File: src/rtl/fpu_read_fill_ctrl_if.sv
// -----------------------------------------------------------------------------
// fpu_read_fill_ctrl_if
//
// Purpose:
//   Bundles the job control, memory beat handshake, request buffer write port
//   and consumer bank handshake of the FPU read-bank fill controller. The fill
//   controller connects through the master modport. The surrounding system
//   (memory, request buffer, column-read consumer) connects through the slave
//   modport.
//
// Signals (direction as seen by the fill controller):
//   start                 in   one-cycle job start pulse
//   num_banks             in   bank fills in the job, sampled on start
//   mem_data_valid        in   memory beat valid
//   mem_data              in   64-bit memory beat, byte 0 at [7:0]
//   mem_data_ready        out  beat accepted when valid && ready
//   request_write_address out  {column, row} write address
//   request_data_in       out  registered beat data
//   wr_en_rd_buffer       out  buffer write strobe
//   rd_buffer_sel         out  0: fill bank1 / consumer bank0, 1: reverse
//   bank_valid            out  consumer-side bank holds an unconsumed fill
//   consume_done          in   consumer releases its bank (pulse)
//   busy                  out  job in progress
//   done                  out  job complete (pulse)
// -----------------------------------------------------------------------------
interface fpu_read_fill_ctrl_if #(
  parameter int BUFFER_DEPTH = 512,
  parameter int COL_WIDTH    = 10
);

  localparam int BADDR_BITS = $clog2(BUFFER_DEPTH);
  localparam int CADDR_BITS = $clog2(COL_WIDTH);

  logic                             start;
  logic [15:0]                      num_banks;
  logic                             mem_data_valid;
  logic [63:0]                      mem_data;
  logic                             mem_data_ready;
  logic [BADDR_BITS+CADDR_BITS-1:0] request_write_address;
  logic [63:0]                      request_data_in;
  logic                             wr_en_rd_buffer;
  logic                             rd_buffer_sel;
  logic                             bank_valid;
  logic                             consume_done;
  logic                             busy;
  logic                             done;

  // Fill controller side
  modport master (
    input  start,
    input  num_banks,
    input  mem_data_valid,
    input  mem_data,
    input  consume_done,
    output mem_data_ready,
    output request_write_address,
    output request_data_in,
    output wr_en_rd_buffer,
    output rd_buffer_sel,
    output bank_valid,
    output busy,
    output done
  );

  // System side: memory source, request buffer and column-read consumer
  modport slave (
    output start,
    output num_banks,
    output mem_data_valid,
    output mem_data,
    output consume_done,
    input  mem_data_ready,
    input  request_write_address,
    input  request_data_in,
    input  wr_en_rd_buffer,
    input  rd_buffer_sel,
    input  bank_valid,
    input  busy,
    input  done
  );

endinterface

File: src/rtl/fpu_read_fill_ctrl.sv
// -----------------------------------------------------------------------------
// fpu_read_fill_ctrl
//
// Purpose:
//   Upstream fill stage for the FPU request buffer's ping-pong read banks.
//   64-bit memory beats are accepted over a valid/ready handshake. Each beat is
//   written column-major into the bank being filled: eight bytes per beat, the
//   row steps by 8 down a column, and then the next column starts. When a bank
//   is full the controller waits until the consumer has released the other
//   bank. It then flips rd_buffer_sel, which hands the fresh bank to the
//   consumer, and starts the next fill.
//
// Parameters:
//   BUFFER_DEPTH  rows (bytes) per bank column, multiple of 8
//   COL_WIDTH     columns per bank
//
// Ports:
//   clk    in  clock
//   rst_n  in  asynchronous active-low reset
//   bus    fpu_read_fill_ctrl_if.master (see interface file for signal list)
// -----------------------------------------------------------------------------
module fpu_read_fill_ctrl #(
  parameter int BUFFER_DEPTH = 512,
  parameter int COL_WIDTH    = 10
) (
  input  logic                        clk,
  input  logic                        rst_n,
  fpu_read_fill_ctrl_if.master        bus
);

  localparam int BADDR_BITS    = $clog2(BUFFER_DEPTH);
  localparam int CADDR_BITS    = $clog2(COL_WIDTH);
  localparam int BEATS_PER_COL = BUFFER_DEPTH / 8;
  // The beat counter needs at least one bit even for a single-beat column
  localparam int BEAT_BITS     = (BADDR_BITS > 3) ? (BADDR_BITS - 3) : 1;

  localparam logic [BEAT_BITS-1:0]  LAST_BEAT = BEAT_BITS'(BEATS_PER_COL - 1);
  localparam logic [CADDR_BITS-1:0] LAST_COL  = CADDR_BITS'(COL_WIDTH - 1);

  // Rows are addressed in bytes, so partial beats would break the addressing
  if (BUFFER_DEPTH % 8 != 0) begin : g_badDepth
    $error("fpu_read_fill_ctrl: BUFFER_DEPTH must be a multiple of 8");
  end

  typedef enum logic [1:0] {
    IDLE  = 2'd0,
    FILL  = 2'd1,
    SWAP  = 2'd2,
    DRAIN = 2'd3
  } state_t;

  state_t                           r_state;
  state_t                           w_nextState;

  logic [BEAT_BITS-1:0]             r_beat;
  logic [CADDR_BITS-1:0]            r_col;
  logic [15:0]                      r_filledCnt;
  logic [15:0]                      r_numBanks;

  logic                             r_wrEn;
  logic [BADDR_BITS+CADDR_BITS-1:0] r_addr;
  logic [63:0]                      r_data;
  logic                             r_sel;
  logic                             r_bankValid;
  logic                             r_done;

  logic                             w_memDataReady;
  logic                             w_busy;
  logic                             w_handshake;
  logic                             w_lastBeat;
  logic                             w_swapGo;
  logic                             w_startAccept;
  logic                             w_startEmpty;
  logic                             w_drainDone;
  logic [BADDR_BITS-1:0]            w_row;

  // The handshake and the job-level events that the FSM and datapath share
  assign w_handshake   = w_memDataReady && bus.mem_data_valid;
  assign w_lastBeat    = w_handshake && (r_beat == LAST_BEAT) && (r_col == LAST_COL);
  // Swap once the consumer bank is free. A release arriving in this same cycle also frees it
  assign w_swapGo      = (r_state == SWAP) && (!r_bankValid || bus.consume_done);
  assign w_startAccept = (r_state == IDLE) && bus.start && (bus.num_banks != 16'd0);
  assign w_startEmpty  = (r_state == IDLE) && bus.start && (bus.num_banks == 16'd0);
  assign w_drainDone   = (r_state == DRAIN) && !r_bankValid;

  // Byte row of the current beat: beat index times 8
  assign w_row = BADDR_BITS'({r_beat, 3'b000});

  // State register
  always_ff @(posedge clk or negedge rst_n) begin
    if (!rst_n) begin
      r_state <= IDLE;
    end else begin
      r_state <= w_nextState;
    end
  end

  // Next-state logic
  always_comb begin
    w_nextState = r_state;
    unique case (r_state)
      IDLE: begin
        if (w_startAccept) begin
          w_nextState = FILL;
        end
      end
      FILL: begin
        if (w_lastBeat) begin
          w_nextState = SWAP;
        end
      end
      SWAP: begin
        if (w_swapGo) begin
          w_nextState = (r_filledCnt == r_numBanks) ? DRAIN : FILL;
        end
      end
      DRAIN: begin
        if (w_drainDone) begin
          w_nextState = IDLE;
        end
      end
      default: w_nextState = IDLE;
    endcase
  end

  // Outputs decoded from the current state
  always_comb begin
    w_memDataReady = 1'b0;
    w_busy         = 1'b0;
    unique case (r_state)
      IDLE:    w_busy = 1'b0;
      FILL: begin
        w_memDataReady = 1'b1;
        w_busy         = 1'b1;
      end
      SWAP:    w_busy = 1'b1;
      DRAIN:   w_busy = 1'b1;
      default: w_busy = 1'b0;
    endcase
  end

  // Write port register. The data, address and strobe of a beat appear one
  // cycle after its handshake. The address is taken from the counters before
  // they advance.
  always_ff @(posedge clk or negedge rst_n) begin
    if (!rst_n) begin
      r_wrEn <= 1'b0;
      r_addr <= '0;
      r_data <= '0;
    end else begin
      r_wrEn <= w_handshake;
      if (w_handshake) begin
        r_addr <= {r_col, w_row};
        r_data <= bus.mem_data;
      end
    end
  end

  // Beat/column position within the bank being filled. It starts from zero
  // on every job and after every swap. It wraps to zero on the final beat
  // so the counters never go outside the bank.
  always_ff @(posedge clk or negedge rst_n) begin
    if (!rst_n) begin
      r_beat <= '0;
      r_col  <= '0;
    end else if (w_startAccept || w_swapGo) begin
      r_beat <= '0;
      r_col  <= '0;
    end else if (w_handshake) begin
      if (r_beat == LAST_BEAT) begin
        r_beat <= '0;
        r_col  <= (r_col == LAST_COL) ? '0 : r_col + 1'b1;
      end else begin
        r_beat <= r_beat + 1'b1;
      end
    end
  end

  // Job length bookkeeping. num_banks is sampled only when a start is
  // accepted, so a start arriving during a job cannot change the target.
  always_ff @(posedge clk or negedge rst_n) begin
    if (!rst_n) begin
      r_filledCnt <= '0;
      r_numBanks  <= '0;
    end else if (w_startAccept) begin
      r_filledCnt <= '0;
      r_numBanks  <= bus.num_banks;
    end else if (w_lastBeat) begin
      r_filledCnt <= r_filledCnt + 16'd1;
    end
  end

  // Bank ownership. rd_buffer_sel only flips in SWAP, after the last write
  // of the bank has already gone out with the old select. If a swap hands
  // over a new bank in the same cycle that the consumer releases its old
  // one, the new bank stays valid.
  always_ff @(posedge clk or negedge rst_n) begin
    if (!rst_n) begin
      r_sel       <= 1'b0;
      r_bankValid <= 1'b0;
    end else begin
      if (w_swapGo) begin
        r_sel       <= ~r_sel;
        r_bankValid <= 1'b1;
      end else if (bus.consume_done) begin
        r_bankValid <= 1'b0;
      end
    end
  end

  // done is registered so that it lines up with busy already low: the FSM
  // is back in IDLE in the cycle the pulse is seen
  always_ff @(posedge clk or negedge rst_n) begin
    if (!rst_n) begin
      r_done <= 1'b0;
    end else begin
      r_done <= w_startEmpty || w_drainDone;
    end
  end

  assign bus.mem_data_ready        = w_memDataReady;
  assign bus.busy                  = w_busy;
  assign bus.wr_en_rd_buffer       = r_wrEn;
  assign bus.request_write_address = r_addr;
  assign bus.request_data_in       = r_data;
  assign bus.rd_buffer_sel         = r_sel;
  assign bus.bank_valid            = r_bankValid;
  assign bus.done                  = r_done;

endmodule

File: src/flat_wrapper.sv
// flat-port wrapper written by rule: the top's interface ports become plain ports
module fpu_read_fill_ctrl_flat 
#(
  parameter int BUFFER_DEPTH = 512,
  parameter int COL_WIDTH    = 10
)
  (clk, rst_n, bus_start, bus_num_banks, bus_mem_data_valid, bus_mem_data, bus_consume_done, bus_mem_data_ready, bus_request_write_address, bus_request_data_in, bus_wr_en_rd_buffer, bus_rd_buffer_sel, bus_bank_valid, bus_busy, bus_done);
  fpu_read_fill_ctrl_if #(.BUFFER_DEPTH(BUFFER_DEPTH), .COL_WIDTH(COL_WIDTH)) bus_i ();
  input  logic clk;
  input  logic rst_n;
  input wire logic [$bits(bus_i.start)-1:0] bus_start;
  input wire logic [$bits(bus_i.num_banks)-1:0] bus_num_banks;
  input wire logic [$bits(bus_i.mem_data_valid)-1:0] bus_mem_data_valid;
  input wire logic [$bits(bus_i.mem_data)-1:0] bus_mem_data;
  input wire logic [$bits(bus_i.consume_done)-1:0] bus_consume_done;
  output wire logic [$bits(bus_i.mem_data_ready)-1:0] bus_mem_data_ready;
  output wire logic [$bits(bus_i.request_write_address)-1:0] bus_request_write_address;
  output wire logic [$bits(bus_i.request_data_in)-1:0] bus_request_data_in;
  output wire logic [$bits(bus_i.wr_en_rd_buffer)-1:0] bus_wr_en_rd_buffer;
  output wire logic [$bits(bus_i.rd_buffer_sel)-1:0] bus_rd_buffer_sel;
  output wire logic [$bits(bus_i.bank_valid)-1:0] bus_bank_valid;
  output wire logic [$bits(bus_i.busy)-1:0] bus_busy;
  output wire logic [$bits(bus_i.done)-1:0] bus_done;
  assign bus_i.start = bus_start;
  assign bus_i.num_banks = bus_num_banks;
  assign bus_i.mem_data_valid = bus_mem_data_valid;
  assign bus_i.mem_data = bus_mem_data;
  assign bus_i.consume_done = bus_consume_done;
  assign bus_mem_data_ready = bus_i.mem_data_ready;
  assign bus_request_write_address = bus_i.request_write_address;
  assign bus_request_data_in = bus_i.request_data_in;
  assign bus_wr_en_rd_buffer = bus_i.wr_en_rd_buffer;
  assign bus_rd_buffer_sel = bus_i.rd_buffer_sel;
  assign bus_bank_valid = bus_i.bank_valid;
  assign bus_busy = bus_i.busy;
  assign bus_done = bus_i.done;
  fpu_read_fill_ctrl #(.BUFFER_DEPTH(BUFFER_DEPTH), .COL_WIDTH(COL_WIDTH)) u_core (.clk(clk), .rst_n(rst_n), .bus(bus_i));
endmodule
File: config.mk
export PLATFORM = sky130hd
export DESIGN_NAME = fpu_read_fill_ctrl_flat
export DESIGN_NICKNAME = d
export VERILOG_FILES = /design/src/rtl/fpu_read_fill_ctrl_if.sv /design/src/rtl/fpu_read_fill_ctrl.sv /design/src/flat_wrapper.sv
export SDC_FILE = /design/constraint.sdc
export NUM_CORES = 1
export LEC_CHECK = 0
export ABC_CLOCK_PERIOD_IN_PS = 1700
export BUFFER_PORTS_ARGS = -buffer_cell sky130_fd_sc_hd__buf_4
export CORE_UTILIZATION = 30
export CTS_CLUSTER_SIZE = 10
export DETAILED_ROUTE_END_ITERATION = 10
export MAX_ROUTING_LAYER = met4
export PLACE_DENSITY_LB_ADDON = 0.05
export SYNTH_ARGS = -nofsm -noshare
export SYNTH_HDL_FRONTEND = slang
export SYNTH_SLANG_ARGS = --single-unit
export TNS_END_PERCENT = 1
File: constraint.sdc
create_clock -name clk -period 1.7 [get_ports clk]
set_input_delay 0.085 -clock clk [delete_from_list [all_inputs] [get_ports clk]]
set_output_delay 0.085 -clock clk [all_outputs]
set_load 0.01 [all_outputs]
==> metrics.csv <==
stage,metric,value,unit
setup_path,Setup Crit Path Kind,reg -> reg,
timing,Layout Skew,0.0101,ns
floorplan,Die W,135,um
detailed_routing,TritonRoute pass-1 iters,4,
power,Comb pwr share,28.8,%
logic_synthesis,synthesized area per cell,9.41,sq um
timing,hold_ws,0.0787,ns
logic_synthesis,Synth warnings,0,
placed_design,dpl hpwl,10100,um
job,max-cap violation count,0,
layout,area delta synth->final,65.6,%
global_routing,total grt overflow,0,
power,Sw Ratio,30.1,%
clocking,CTS H-tree lvls,4,
power,Peak VDD IR,0.000738,V
setup_path,crit path to,u_core.r_filledCnt[7],
detailed_routing,Total Wirelength,14700,um
logic_synthesis,ys async rst share,100,%
clocking,Sink Count,122,
global_routing,antenna violations before repair,0,
detailed_routing,post-route ant nets,0,
layout,"non-filler cells, final",1096,
layout,Multi-input gate area,2170,sq um
layout,most frequent cells in the layout,"nand2_1 (231), buf_4 (214), dfrtp_1 (122), dlygate4sd3_1 (82)",
outcome,failing checks,negative setup slack,
clocking,clock-pin slew on the worst setup and hold paths,0.06,ns
setup_path,r2r setup slk,-0.09,ns
setup_path,worst r2r src,u_core.r_col[1],
timing,TNS Setup,-0.560,ns
layout,fraction of layout cells with a size suffix above 1,32.5,%
power,P per Cell Area,1300,nW/um^2
detailed_routing,# DRC,0,
hold_path,Worst Hold Class,in -> async,
power,Internal Power,7.96,mW
layout,Final #Nets,947,
floorplan,FP Rows,48,
clocking,Root Buffer,clkbuf_16,
clocking,CTS buffer count,17,
detailed_routing,First DRT Iteration DRCs,164,
timing,min setup slack post-route,-0.0894,ns
clocking,Clock Tree Buf Depth,2,
layout,Storage cell area,3050,sq um
placed_design,IO Port Bufs,164,
timing,Max Freq,0.559,GHz
clocking,CTS tree,yes,
placed_design,dpl ws,-0.235,ns
layout,Diodes inserted,0,
global_routing,first-pass GRT wire length,24000,um
power,clock network power share,33.6,%
timing,RSZ-0062 raised after global routing,true,
logic_synthesis,"area leader, netlist",dfrtp_1,
detailed_routing,Vias/cell,4.46,
timing,Hold Fails Final Rpt,0,
detailed_routing,drt wl/cell,13.4,um
setup_path,Worst setup SP type,flip-flop,
power,Sw Pwr,3.42,mW
layout,fillers,1575,
detailed_routing,total number of vias,4893,
setup_path,crit path capture type,flip-flop,
logic_synthesis,#FFs+latches synth,122,
setup_path,reg2reg end,u_core.r_filledCnt[7],
placed_design,RePlAce Congestion,0.801,
global_routing,Global Route Usage Sum,17.4,%
floorplan,I/O Pins,168,
floorplan,area of the die,18100,sq um
global_routing,pin count of the biggest net entering global routing,55,
placed_design,Cells after DPL,979,
power,Seq pwr share,37.7,%
logic_synthesis,sequential element share of the synthesized area,57.8,%
logic_synthesis,Post-Syn Instances,561,
logic_synthesis,main flop type after synthesis,dfrtp_1,
global_routing,vias in the first global route,4997,
floorplan,Initial Utilization,30.6,%
setup_path,crit path DAT,2.14,ns
setup_path,Worst Reg-to-Reg Cells,7,
logic_synthesis,post-synth top area share,57.8,%
floorplan,Core ar.,17200,sq um
layout,"most common cell after layout, fill and taps aside",nand2_1,
logic_synthesis,largest cells by area after synthesis,"dfrtp_1 (58%), nand2_1 (17%), xor2_1 (2.8%)",
timing,fin. max-slew vios,0,
timing,Tcrit/Tclk final,105,%
setup_path,CP Data Required Time,2.05,ns
power,Tot Pwr,11.4,mW
setup_path,"Max FO, Critical Path",6,
power,Lkg Pwr,4.41,nW
outcome,outcome,"finished, violations left",
clocking,Skew-Pair Late Insertion Delay,0.41,ns
logic_synthesis,Yosys cell types,43,
logic_synthesis,number of flops mapped to enable cells by yosys,0,
timing,Final Setup Violations,9,
logic_synthesis,Post-Syn Area,5280,sq um
timing,minimum clock period after layout,1.79,ns
setup_path,Critical Path Source,u_core.r_col[1],
floorplan,Die Y,135,um
==> routing by layer <==
layer / GRT usage (%) / part of all wire, % / wire length (um)
met2: 28.6 / 50 / 7330
met5: - / 0 / 0
met1: 20.8 / 44 / 6470
met3: 4.47 / 4.7 / 687
met4: 5.68 / 1.1 / 161
==> synthesized netlist by cell type, types with 3 or more instances <==
library cell  number
nand2_1          233
dfrtp_1          122
clkbuf_1          22
nor2_1            17
xor2_1            17
a21oi_1           16
o21ai_0           16
mux2_1            13
nand3_1           11
or3_1             11
inv_1              6
nand4_1            6
nor4_1             6
or4_1              6
buf_4              5
xnor2_1            5
and4_1             4
ha_1               4
mux2i_1            4
and2_1             3
and3_1             3
mux2_2             3
nand3b_1           3
==> power groups by stage <==
stage | Clock [mW] | Sequential [mW] | Combinational, mW
after floorplan | 0 | 4.57 | 1.06
after global placement | 0 | 4.31 | 3.04
after detailed placement | 0 | 4.33 | 3.08
after CTS | 3.93 | 4.30 | 3.26
after global routing | 4.04 | 4.42 | 3.63
final | 3.82 | 4.29 | 3.27
==> worst max-delay path: stages (launching register included) <==
cell and delay, ns:
dfrtp_1 0.39, inv_2 0.08, ha_4 0.13, and3b_1 0.18
nand4_1 0.25, buf_4 0.25, or3_1 0.32, a21oi_2 0.11
==> through the flow <==
| stage | instance area (sq um) | utilization, % |
|---|---|---|
| after CTS | 8670 | 50.3 |
| final | 8740 | 50.7 |
| after global routing | 8740 | 50.7 |
| after global placement | 7170 | 41.6 |
| after detailed placement | 7170 | 41.6 |
| after floorplan | 5300 | - |
==> how the worst min path moves through the flow <==
stage	depth (start not counted)	endpoint	start
after floorplan	0	u_core.bus.bank_valid	rst_n
after global placement	1	u_core.r_numBanks[9]	rst_n
after detailed placement	1	u_core.r_numBanks[9]	rst_n
after CTS	2	u_core.r_numBanks[9]	rst_n
after global routing	2	u_core.r_numBanks[9]	rst_n
final	2	u_core.r_filledCnt[9]	rst_n
==> registers in the layout, summed over array words and instances, names as in the netlist <==
signal                            flops
u_core.bus.bank_valid                 1
u_core.bus.done                       1
u_core.bus.rd_buffer_sel              1
u_core.bus.request_data_in           64
u_core.bus.request_write_address     10
u_core.bus.wr_en_rd_buffer            1
u_core.r_beat                         6
u_core.r_col                          4
u_core.r_filledCnt                   16
u_core.r_numBanks                    16
u_core.r_state                        2
==> cell type report <==
cell class                      instances  area share, %
Sequential cell                       122           34.9
Clock inverter                         15           2.29
Clock buffer                           17           4.87
Tap cell                              225           3.22
Timing Repair Buffer                  305           29.6
Multi-Input combinational cell        405           24.8
Inverter                                7          0.301
==> cells by family after synthesis <==
family                   after synthesis  synth area share, %
AO/OA/AOI/OAI                         43                 4.77
buffers and inverters                 36                 2.96
AND/OR/NAND/NOR                      313                 25.6
XOR/XNOR                              22                 3.65
adder cells (fa/ha/maj)                4                0.948
multiplexers                          20                 4.17
other                                  1               0.0711
flip-flops                           122                 57.8
==> repair_timing <==
item                                    CTS  global route
gates resized for setup                  12            14
pin swaps                                11             2
endpoints found under the setup margin   99            97
setup buffers                             1             2
hold buffers                             82             0
hold endpoints to repair                203             0
(Power assumes the default switching activity.)
